`src/rtl/id_ex_operand_stage.sv`:
```
// ID/EX pipeline register with operand forwarding from EX and MEM,
// load-use hazard detection (stall plus bubble) and flush squashing.
module id_ex_operand_stage #(
    parameter int W = 32
) (
    input  logic         clk,
    input  logic         reset,
    input  logic         id_valid,
    input  logic [5:0]   id_op,
    input  logic [4:0]   id_rs,
    input  logic [4:0]   id_rt,
    input  logic [4:0]   id_rd,
    input  logic [4:0]   id_shamt,
    input  logic [5:0]   id_func,
    input  logic [29:0]  id_pc,
    input  logic [W-1:0] id_ra,
    input  logic [W-1:0] id_rb,
    input  logic         id_regwr,
    input  logic         id_regdst,
    input  logic         id_memrd,
    input  logic         id_memwr,
    input  logic [W-1:0] ex_result,
    input  logic         mem_regwr,
    input  logic [4:0]   mem_dst,
    input  logic [W-1:0] mem_data,
    input  logic         flush,
    output logic         stall_if,
    output logic         ex_valid,
    output logic         ex_regwr,
    output logic         ex_memrd,
    output logic         ex_memwr,
    output logic [5:0]   ex_op,
    output logic [5:0]   ex_func,
    output logic [4:0]   ex_shamt,
    output logic [4:0]   ex_dst,
    output logic [29:0]  ex_pc,
    output logic [W-1:0] ex_a,
    output logic [W-1:0] ex_b,
    output logic [15:0]  ex_imm
);

    localparam logic [5:0] OP_SPECIAL = 6'b000000;
    localparam logic [5:0] OP_JAL     = 6'b000011;
    localparam logic [5:0] OP_BEQ     = 6'b000100;
    localparam logic [5:0] OP_BNE     = 6'b000101;
    localparam logic [5:0] OP_LUI     = 6'b001111;
    localparam logic [5:0] FN_JALR    = 6'b001001;

    typedef struct packed {
        logic         valid;
        logic         regwr;
        logic         memrd;
        logic         memwr;
        logic [5:0]   op;
        logic [5:0]   func;
        logic [4:0]   shamt;
        logic [4:0]   dst;
        logic [29:0]  pc;
        logic [W-1:0] a;
        logic [W-1:0] b;
        logic [15:0]  imm;
    } ex_reg_t;

    ex_reg_t      ex_q;
    ex_reg_t      ex_d;
    logic         is_jal;
    logic         is_jalr;
    logic         is_lui;
    logic         reads_rt;
    logic         ex_fwd;
    logic         hz;
    logic [4:0]   dst_sel;
    logic [4:0]   id_dst;
    logic [W-1:0] fwd_a;
    logic [W-1:0] fwd_b;

    assign is_jal   = (id_op == OP_JAL);
    assign is_jalr  = (id_op == OP_SPECIAL) && (id_rt == 5'd0) && (id_rd == 5'd31) &&
                      (id_shamt == 5'd0) && (id_func == FN_JALR);
    assign is_lui   = (id_op == OP_LUI);
    assign reads_rt = (id_op == OP_SPECIAL) || id_memwr || (id_op == OP_BEQ) || (id_op == OP_BNE);

    assign dst_sel = (is_jal || is_jalr) ? 5'd31 :
                     is_lui              ? id_rt :
                     id_regdst           ? id_rd : id_rt;
    assign id_dst  = id_regwr ? dst_sel : 5'd0;

    // A load in EX has no data yet; only non-load EX results are forwardable.
    assign ex_fwd = ex_q.valid && ex_q.regwr && !ex_q.memrd;

    // NOTE: every always_comb output gets a default first so no path can infer a latch.
    always_comb begin
        fwd_a = id_ra;
        if (id_rs == 5'd0)                          fwd_a = '0;
        else if (ex_fwd && (ex_q.dst == id_rs))     fwd_a = ex_result;
        else if (mem_regwr && (mem_dst == id_rs))   fwd_a = mem_data;

        fwd_b = id_rb;
        if (id_rt == 5'd0)                          fwd_b = '0;
        else if (ex_fwd && (ex_q.dst == id_rt))     fwd_b = ex_result;
        else if (mem_regwr && (mem_dst == id_rt))   fwd_b = mem_data;
    end

    assign hz = id_valid && ex_q.valid && ex_q.memrd && (ex_q.dst != 5'd0) &&
                ((ex_q.dst == id_rs) || (reads_rt && (ex_q.dst == id_rt)));

    // Flush wins: the squashed instruction never needs the front end held.
    assign stall_if = hz && !flush;

    always_comb begin
        ex_d = '0;
        if (!flush && !hz) begin
            ex_d.valid = id_valid;
            ex_d.regwr = id_regwr;
            ex_d.memrd = id_memrd;
            ex_d.memwr = id_memwr;
            ex_d.op    = id_op;
            ex_d.func  = id_func;
            ex_d.shamt = id_shamt;
            ex_d.dst   = id_dst;
            ex_d.pc    = id_pc;
            ex_d.a     = fwd_a;
            ex_d.b     = fwd_b;
            ex_d.imm   = {id_rd, id_shamt, id_func};
        end
    end

    // NOTE: sequential state uses non-blocking assignments so all flops update together.
    always_ff @(posedge clk or posedge reset) begin
        if (reset) ex_q <= '0;
        else       ex_q <= ex_d;
    end

    assign ex_valid = ex_q.valid;
    assign ex_regwr = ex_q.regwr;
    assign ex_memrd = ex_q.memrd;
    assign ex_memwr = ex_q.memwr;
    assign ex_op    = ex_q.op;
    assign ex_func  = ex_q.func;
    assign ex_shamt = ex_q.shamt;
    assign ex_dst   = ex_q.dst;
    assign ex_pc    = ex_q.pc;
    assign ex_a     = ex_q.a;
    assign ex_b     = ex_q.b;
    assign ex_imm   = ex_q.imm;

endmodule

```
`config.mk`:
```
export PLATFORM = sky130hd
export DESIGN_NAME = id_ex_operand_stage
export DESIGN_NICKNAME = d
export VERILOG_FILES = /design/src/rtl/id_ex_operand_stage.sv
export SDC_FILE = /design/constraint.sdc
export NUM_CORES = 1
export LEC_CHECK = 0
export ABC_AREA = 1
export ABC_CLOCK_PERIOD_IN_PS = 4870
export CORE_MARGIN = 2
export CORE_UTILIZATION = 40
export CTS_CLUSTER_SIZE = 40
export DETAILED_ROUTE_END_ITERATION = 8
export PLACE_DENSITY = 0.78
export SLEW_MARGIN = 20
export SYNTH_ARGS = -nofsm -noshare
export SYNTH_HDL_FRONTEND = slang
export SYNTH_SLANG_ARGS = --single-unit
```
`constraint.sdc`:
```
create_clock -name clk -period 4.87 [get_ports clk]
set_input_delay 0.7305 -clock clk [delete_from_list [all_inputs] [get_ports clk]]
set_output_delay 0.7305 -clock clk [all_outputs]
set_load 0.005 [all_outputs]
```
==> results of run 1 <==
metrics by stage:
stage | std cells | utilization (%)
final | 1430 | 65.3
after global routing | 1430 | 65.3
after CTS | 1430 | 65.3
after detailed placement | 1398 | 61.7
after global placement | 1398 | 61.7
after floorplan | 898 | -
cell type report:
class	instances	area (um^2)	share of cell area (%)
repair buffers	354	3520	32.9
flip-flops and latches	125	3130	29.2
multi-input cells	588	2780	25.9
clock buffers	18	429	4.01
inverters	111	422	3.94
well taps	220	275	2.57
clock inverters	14	159	1.48
path summary, 6_finish.rpt:
kind	end	slack (ps)	cells after the start
max	stall_if	1440	12
min reg2reg	ex_b[29]	1160	5
min	ex_pc[25]	820	3
min in group asynchronous	ex_op[5]	900	2
max reg2reg	ex_imm[11]	2340	12
max in group asynchronous	ex_a[5]	3050	3
metal layers:
| metal | global-route usage (%) | vias up |
|---|---|---|
| met4 | 13.6 | 0 |
| met1 | 34.1 | 3527 |
| met3 | 8.16 | 84 |
| met2 | 49.1 | 494 |
| li1 | - | 3501 |
| met5 | 0 | - |
flip-flops by register name, summed over array words and instances, names as in the netlist:
| register | cells |
|---|---|
| ex_op | 6 |
| ex_imm | 16 |
| ex_pc | 30 |
| ex_regwr | 1 |
| ex_dst | 5 |
| ex_valid | 1 |
| ex_memrd | 1 |
| ex_a | 32 |
| ex_b | 32 |
| ex_memwr | 1 |
where the power goes:
part	switching, mW	internal [mW]
clock network	0.510	0.763
logic	0.272	0.323
registers	0.0237	1.10
total	0.806	2.18
synth_stat cells:
master	count	area, um^2
o21ai_0	5	25.0
buf_4	11	82.6
clkbuf_1	45	169
inv_2	3	11.3
nor3_1	4	20.0
nand4_1	70	438
buf_2	11	55.1
dfrtp_1	125	3130
nand2_2	1	6.26
nand2_1	140	526
nor2_1	148	556
inv_1	108	405
nand3b_1	5	37.5
buf_1	1	3.75
buf_6	6	67.6
nand3_1	208	1040
xnor2_1	2	17.5
xor2_1	3	26.3
nor2_2	2	12.5
worst max-delay path, stage by stage:
cell and delay (ps):
clkdlybuf4s50_1 560, inv_2 90, nand2_1 60, nand2_1 50
nor2_1 170, nand2_1 120, nor2_4 100, nand2_1 60
nand2_1 50, nand2_1 90, nor2_1 100, clkdlybuf4s50_1 500
cell families (layout without fill, tap and decap cells):
logic type / count (synthesis) / count (layout) / share of synthesized area, %
xor+xnor: 5 / 5 / 0.661
compound gates: 5 / 5 / 0.378
buf+inv: 185 / 497 / 12.0
flops: 125 / 125 / 47.2
simple gates: 578 / 578 / 39.8
==> out/qor.csv, run 1 <==
stage,metric,value,unit
status,status,"complete, no violations",
flow_run,maxCapViolCount,0,
sta,rsz0062_at_grt,no,
final_layout,layout_common_cells,"clkdlybuf4s50_1 (340), nand3_1 (206), nor2_1 (141), nand2_1 (140), dfrtp_1 (125)",
grt,grt_pass1_wl,39500,um
routing,detail-route-antenna-nets,0,
place,place_area,10100,um^2
final_layout,final.fill_count,1409,
clock_tree,ctsResizeCount,0,
critical_path,critPathKind,input port to output pin,
grt,grt_pass1_vias,7440,
worst_hold_path,min-delay-start,id_pc[25],
sta,fmax,292,MHz
clock_tree,clock_sinks,125,
sta,max_slew.worst_pin.slew,972,ps
routing,wl_met3,2560,um
die,core_area,16400,um^2
synth,ys_seq_area_share,47.2,%
final_layout,layout_commonest_cell,clkdlybuf4s50_1,
routing,drt_pass1_iterations,6,
clock_tree,cts_tree,built,
final_layout,stdcell_area,10700,um^2
synth,synthCells,898,
grt,grt_overflow,0,
power_and_ir_drop,p_leak,5.16,nW
sta,skew,14.8,ps
critical_path,worstPathArrival,2700,ps
sta,fin_crit_sh,70.4,%
synth,synth_area,6630,um^2
grt,grt_max_degree,103,
routing,drt_wl_total,25600,um
clock_tree,post_cts_buffers,0,
place,dpl_worst_slack,1430,ps
sta,period_minus_slack,3430,ps
critical_path,setup.worst_path.end_class,output pin,
sta,relSlewSlack,35.2,%
sta,drv_slew,0,
routing,routed_via_density,5.32,
critical_path,setup.worst_path.start_class,input port,
clock_tree,clk_latency,420,ps
die,start_util,40.4,%
routing,num_vias,7606,
sta,hold_slack,822,ps
power_and_ir_drop,total_power,2.99,mW
clock_tree,cts_max_level,4,
die,boundaryPins,341,
final_layout,drive_gt1_share,5.04,%
final_layout,diodes,0,
routing,wl_met1,9510,um
sta,finalSetupViolations,0,
routing,route.detailed.drc,0,
critical_path,crit_start,id_rt[4],
sta,setup_tns,0,ps
sta,setup_slack,1440,ps
critical_path,cp_max_fo,4,
die,num_rows,47,
worst_hold_path,hp-class,input port to flop,
sta,hold_viol_final,0,
die,dieWidth,133,um
place,gp_congestion,0.935,
routing,highest_layer,met4,
place,port_buffers,340,
die,floorplan.die.height,133,um
final_layout,area_delta_synth_final,61.6,%
synth,avgSynthCellArea,7.38,um^2
critical_path,r2r_start,ex_dst[4],
routing,drt-initial-drc-count,643,
power_and_ir_drop,p_per_area,279,nW/um^2
grt,antenna_found_initial,0,
clock_tree,clkTransAtPathRegs,60,ps
final_layout,nNetsFinal,1401,
clock_tree,max-clock-path-buffers,2,
routing,wl_per_cell,17.9,um
die,dieArea,17600,um^2
power_and_ir_drop,ir_drop,0.239,mV
clock_tree,cts_hold_buf,0,
synth,ys_seq_elements,125,
critical_path,cp.required,4140,ps
clock_tree,root_buffer,clkbuf_16,
synth,syn-num-nets,1102,
place,dp_hpwl,17900,um
routing,dr_wl_met2,12600,um
synth,ys_warn_count,0,
synth,synth_cell_types,19,
grt,track_usage,29.0,%
clock_tree,numCtsBuffers,17,
(Power assumes the default switching activity.)
==> inputs of run 2 (changes only) <==
Settings changed: ABC_CLOCK_PERIOD_IN_PS 4870 to 3600.
Clock period 4.87 ns to 3.6 ns, I/O delays scaled along.
==> run 2 against run 1 <==
Against the previous run:
- combinational power up 38%
- clock power grew 33%
- critical path type unchanged
- clock skew fell by 5.5 ps
==> out/qor.csv, run 2 (same netlist as run 1, synthesis figures left out) <==
stage,metric,value,unit
routing,num_vias,7518,
power_and_ir_drop,p_leak,5.22,nW
clock_tree,clkTransAtPathRegs,50,ps
routing,drt_pass1_iterations,5,
power_and_ir_drop,ir_drop,0.338,mV
grt,met2_usage,48.4,%
final_layout,seqCellArea,3130,um^2
critical_path,setup.worst_path.end_class,output pin,
place,dpl_worst_slack,605,ps
clock_tree,post_cts_buffers,0,
place,post-place-cells,1408,
grt,grt.met3_usage,7.66,%
routing,drt_wl_total,26000,um
critical_path,worstPathArrival,2460,ps
clock_tree,clk_latency,420,ps
place,dp_hpwl,18500,um
die,start_util,40.4,%
routing,drt-initial-drc-count,469,
flow_run,maxCapViolCount,0,
routing,route.detailed.drc,0,
grt,met1_usage,35.6,%
final_layout,final.fill_count,1375,
grt,grt_max_degree,66,
power_and_ir_drop,p_per_area,372,nW/um^2
place,port_buffers,340,
die,core_area,16400,um^2
sta,finalSetupViolations,0,
grt,track_usage,29.7,%
routing,wl_per_cell,18.0,um
clock_tree,max-clock-path-buffers,2,
grt,grt_pass1_wl,40600,um
final_layout,area_delta_synth_final,63.3,%
critical_path,cp_max_fo,5,
sta,relSlewSlack,35.9,%
clock_tree,ctsResizeCount,0,
grt,grt_pass1_vias,7517,
sta,fin_crit_sh,83.5,%
final_layout,layout_common_cells,"clkdlybuf4s50_1 (340), nand3_1 (207), nor2_1 (141), nand2_1 (140), dfrtp_1 (125)",
die,floorplan.die.height,133,um
clock_tree,cts_tree,built,
critical_path,setup.worst_path.start_class,input port,
grt,antenna_found_initial,1,
final_layout,layout_commonest_cell,clkdlybuf4s50_1,
clock_tree,root_buffer,clkbuf_16,
routing,routed_via_density,5.22,
die,boundaryPins,341,
sta,fmax,333,MHz
sta,skew,9.32,ps
die,dieWidth,133,um
final_layout,nNetsFinal,1412,
worst_hold_path,hp-class,input port to async pin,
grt,grt_overflow,0,
clock_tree,numCtsBuffers,17,
sta,setup_slack,595,ps
die,num_rows,47,
routing,detail-route-antenna-nets,0,
sta,rsz0062_at_grt,no,
grt,busiest_layer,met2,
final_layout,final-instance-count-excl-fill,1441,
status,status,"complete, no violations",
sta,setup_tns,0,ps
sta,drv_slew,0,
clock_tree,cts_max_level,4,
sta,max_slew.worst_pin.slew,959,ps
final_layout,multi_input_area,2770,um^2
clock_tree,clock_sinks,125,
place,gp_congestion,0.882,
critical_path,critPathKind,input port to output pin,
die,dieArea,17600,um^2
sta,hold_viol_final,0,
sta,period_minus_slack,3000,ps
clock_tree,cts_hold_buf,0,
final_layout,drive_gt1_share,5.82,%
critical_path,cp.required,3060,ps
-- run 2: cell types whose count changed in the layout (fill, tap and decap cells not counted) --
cell	previous run	this run
clkbuf_8	0	1
nand3_2	2	1
clkinvlp_4	2	5
buf_4	13	21
clkinv_2	1	2
clkbuf_1	1	0
inv_6	6	1
buf_12	1	4
diode_2	0	1
nand3_1	206	207
-- run 2: report_power, final --
part	leakage (nW)	internal (mW)	switching, mW	total, mW
clock	0.274	1.03	0.654	1.69
sequential	1.62	1.48	0.0303	1.51
combinational	3.33	0.447	0.374	0.821
-- run 2: per-stage QoR --
step	instance area [um^2]	power, mW	util (%)	hold slack [ps]
6_report	10800	4.02	66.0	489
5_1_grt	10800	4.19	66.0	523
4_1_cts	10800	4.04	65.8	621
3_5_place_dp	10200	2.35	62.3	843
3_3_place_gp	10200	2.35	62.3	838
2_1_floorplan	6630	1.83	-	646
-- run 2: cell type report --
| cell class | count | share of cell area, % |
|---|---|---|
| Timing Repair Buffer | 365 | 33.6 |
| Sequential cell | 125 | 28.9 |
| Multi-Input combinational cell | 588 | 25.6 |
| Clock buffer | 18 | 4.06 |
| Inverter | 111 | 3.88 |
| Tap cell | 220 | 2.54 |
| Clock inverter | 13 | 1.33 |
| Antenna cell | 1 | 0.0231 |
-- run 2: routing by layer --
layer / share of wire, % / up-vias
li1: - / 3525
met1: 39 / 3464
met2: 48 / 455
met3: 8.9 / 74
met4: 4.5 / 0
met5: 0 / -
-- run 2: critical path: stages --
cell and delay, ps:
clkdlybuf4s50_1 580, inv_2 60, nand2_1 60, nand2_1 50, nor2_1 130, nand2_1 110, nor2_4 90, nand2_1 70
nand2_1 60, nand2_1 100, nor2_1 110, clkdlybuf4s50_1 510
-- run 2: final timing paths --
kind | from | end | slack, ps | depth (start not counted)
min | reset | ex_imm[3] | 490 | 2
max | id_rt[2] | stall_if | 600 | 12
min reg2reg | ex_memrd | ex_a[18] | 850 | 4
max reg2reg | ex_dst[4] | ex_a[21] | 1430 | 12
max in group asynchronous | reset | ex_memrd | 2300 | 4
min in group clk | id_pc[16] | ex_pc[16] | 640 | 3
==> inputs of run 3 (changes only) <==
Settings changed: ABC_CLOCK_PERIOD_IN_PS 3600 to 2800.
Clock period 3.6 ns to 2.8 ns, I/O delays scaled along.
==> run 3 against run 2 <==
Against the previous run:
- final cell count increased by 0.49%
- clock power increased by 28%
- via count about the same
- hold slack improved by 31 ps
- cell area increased by 0.79%
- core utilization increased by 0.52 points
- wire length decreased by 0.25%
- non-clock buffer count increased by 7
- combinational power increased by 30%
- total power increased by 29%
- global-route usage decreased by 0.35 points
- sequential share of layout area decreased by 0.21 points
- critical path type unchanged
- critical endpoint unchanged
==> out/qor.csv, run 3 (same netlist as run 1, synthesis figures left out) <==
stage,metric,value,unit
critical_path,cp_max_fo,4,
worst_hold_path,hp-class,input port to flop,
grt,grt_pass1_vias,7417,
critical_path,setup.worst_path.end_class,output pin,
final_layout,final.fill_count,1375,
sta,fin_crit_sh,94.7,%
power_and_ir_drop,ir_drop,0.405,mV
critical_path,critPathKind,input port to output pin,
clock_tree,clk_latency,410,ps
clock_tree,clkTransAtPathRegs,60,ps
routing,detail-route-antenna-nets,0,
status,status,"complete, no violations",
clock_tree,clock_sinks,125,
die,dieWidth,133,um
grt,grt_overflow,0,
grt,grt_pass1_wl,40300,um
clock_tree,numCtsBuffers,17,
final_layout,diodes,0,
sta,hold_viol_final,0,
final_layout,seqCellArea,3130,um^2
clock_tree,cts_tree,built,
power_and_ir_drop,p_leak,5.29,nW
final_layout,drive_gt1_share,6.51,%
place,post-place-cells,1415,
sta,hold_slack,520,ps
place,dp_hpwl,18400,um
clock_tree,root_buffer,clkbuf_16,
worst_hold_path,hold_depth,3,
grt,antenna_found_initial,0,
place,dpl_worst_slack,80.6,ps
clock_tree,max-clock-path-buffers,2,
final_layout,multi_input_area,2770,um^2
routing,routed_via_density,5.19,
die,core_area,16400,um^2
die,num_rows,47,
final_layout,area_delta_synth_final,64.6,%
sta,rsz0062_at_grt,no,
routing,wl_per_cell,17.9,um
place,gp_congestion,0.888,
grt,grt_max_degree,126,
sta,skew,8.77,ps
sta,setup_slack,149,ps
routing,route.detailed.drc,0,
flow_run,maxCapViolCount,0,
sta,finalSetupViolations,0,
die,boundaryPins,341,
routing,num_vias,7514,
sta,drv_slew,0,
critical_path,cp.required,2380,ps
clock_tree,cts_hold_buf,0,
routing,drt_wl_total,25900,um
sta,period_minus_slack,2650,ps
final_layout,nNetsFinal,1419,
sta,max_slew.worst_pin.slew,669,ps
die,start_util,40.4,%
sta,setup_tns,0,ps
clock_tree,cts_max_level,4,
critical_path,worstPathArrival,2230,ps
sta,fmax,377,MHz
die,floorplan.die.height,133,um
final_layout,utilization,66.5,%
final_layout,final-instance-count-excl-fill,1448,
final_layout,layout_commonest_cell,clkdlybuf4s50_1,
routing,drt_pass1_iterations,6,
final_layout,layout_common_cells,"clkdlybuf4s50_1 (337), nand3_1 (207), nor2_1 (141), nand2_1 (140), dfrtp_1 (124)",
place,port_buffers,340,
die,dieArea,17600,um^2
critical_path,rr_worst_depth,7,
routing,drt-initial-drc-count,630,
critical_path,setup.worst_path.start_class,input port,
grt,track_usage,29.4,%
power_and_ir_drop,p_per_area,474,nW/um^2
sta,relSlewSlack,55.4,%
-- run 3: cell types whose count changed in the layout (fill, tap and decap cells not counted), sizes merged --
| cell | before | now |
|---|---|---|
| clkdlybuf4s50 | 340 | 337 |
| buf | 25 | 32 |
| diode | 1 | 0 |
| dlymetal6s2s | 0 | 3 |
| clkinv | 6 | 7 |
-- run 3: layout make-up --
class                           count  area share (%)
Tap cell                          220            2.52
Timing Repair Buffer              372            34.2
Clock buffer                       18            4.03
Multi-Input combinational cell    588            25.4
Sequential cell                   125            28.7
Clock inverter                     14            1.33
Inverter                          111            3.85
-- run 3: final timing paths --
path                                 from        end  slack [ps]
worst max-delay path             id_rs[3]   stall_if         150
worst max register to register   ex_valid   ex_b[29]         840
worst min-delay path            id_pc[20]  ex_pc[20]         520
max in group asynchronous           reset   ex_a[27]        1730
min in group asynchronous           reset  ex_imm[5]         550
worst min register to register   ex_memrd   ex_b[14]         870
-- run 3: stage by stage --
stage / total power [mW] / instance area (um^2)
after floorplan: 2.36 / 6630
after global placement: 3.03 / 10300
after detailed placement: 3.04 / 10300
after CTS: 5.22 / 10900
after global routing: 5.40 / 10900
final: 5.17 / 10900
-- run 3: timing repair --
item,CTS,global route
setup endpoints to repair,0,1
setup buffers,0,1
resized for setup,0,4
-- run 3: worst max-delay path, stage by stage --
cell and delay [ps]:
clkdlybuf4s50_1 530, inv_1 70, nand2_1 60, nand2_1 50, nor2_1 160, nand3_1 130
nand2_1 90, nand2_1 100, nor2_1 110, clkdlybuf4s50_1 510
-- run 3: report_power, final --
| group | switching [mW] | internal [mW] |
|---|---|---|
| Clock | 0.828 | 1.33 |
| Sequential | 0.0369 | 1.91 |
| Combinational | 0.482 | 0.586 |
| Total | 1.35 | 3.82 |
-- run 3: metal layers --
metal  track usage [%]  routed length (um)  vias up
met2              50.0               12700      477
met1              35.4                9730     3436
met3              7.43                2530       69
met4              12.6                 913        0
met5                 0                   0        -
li1                  -                   -     3532
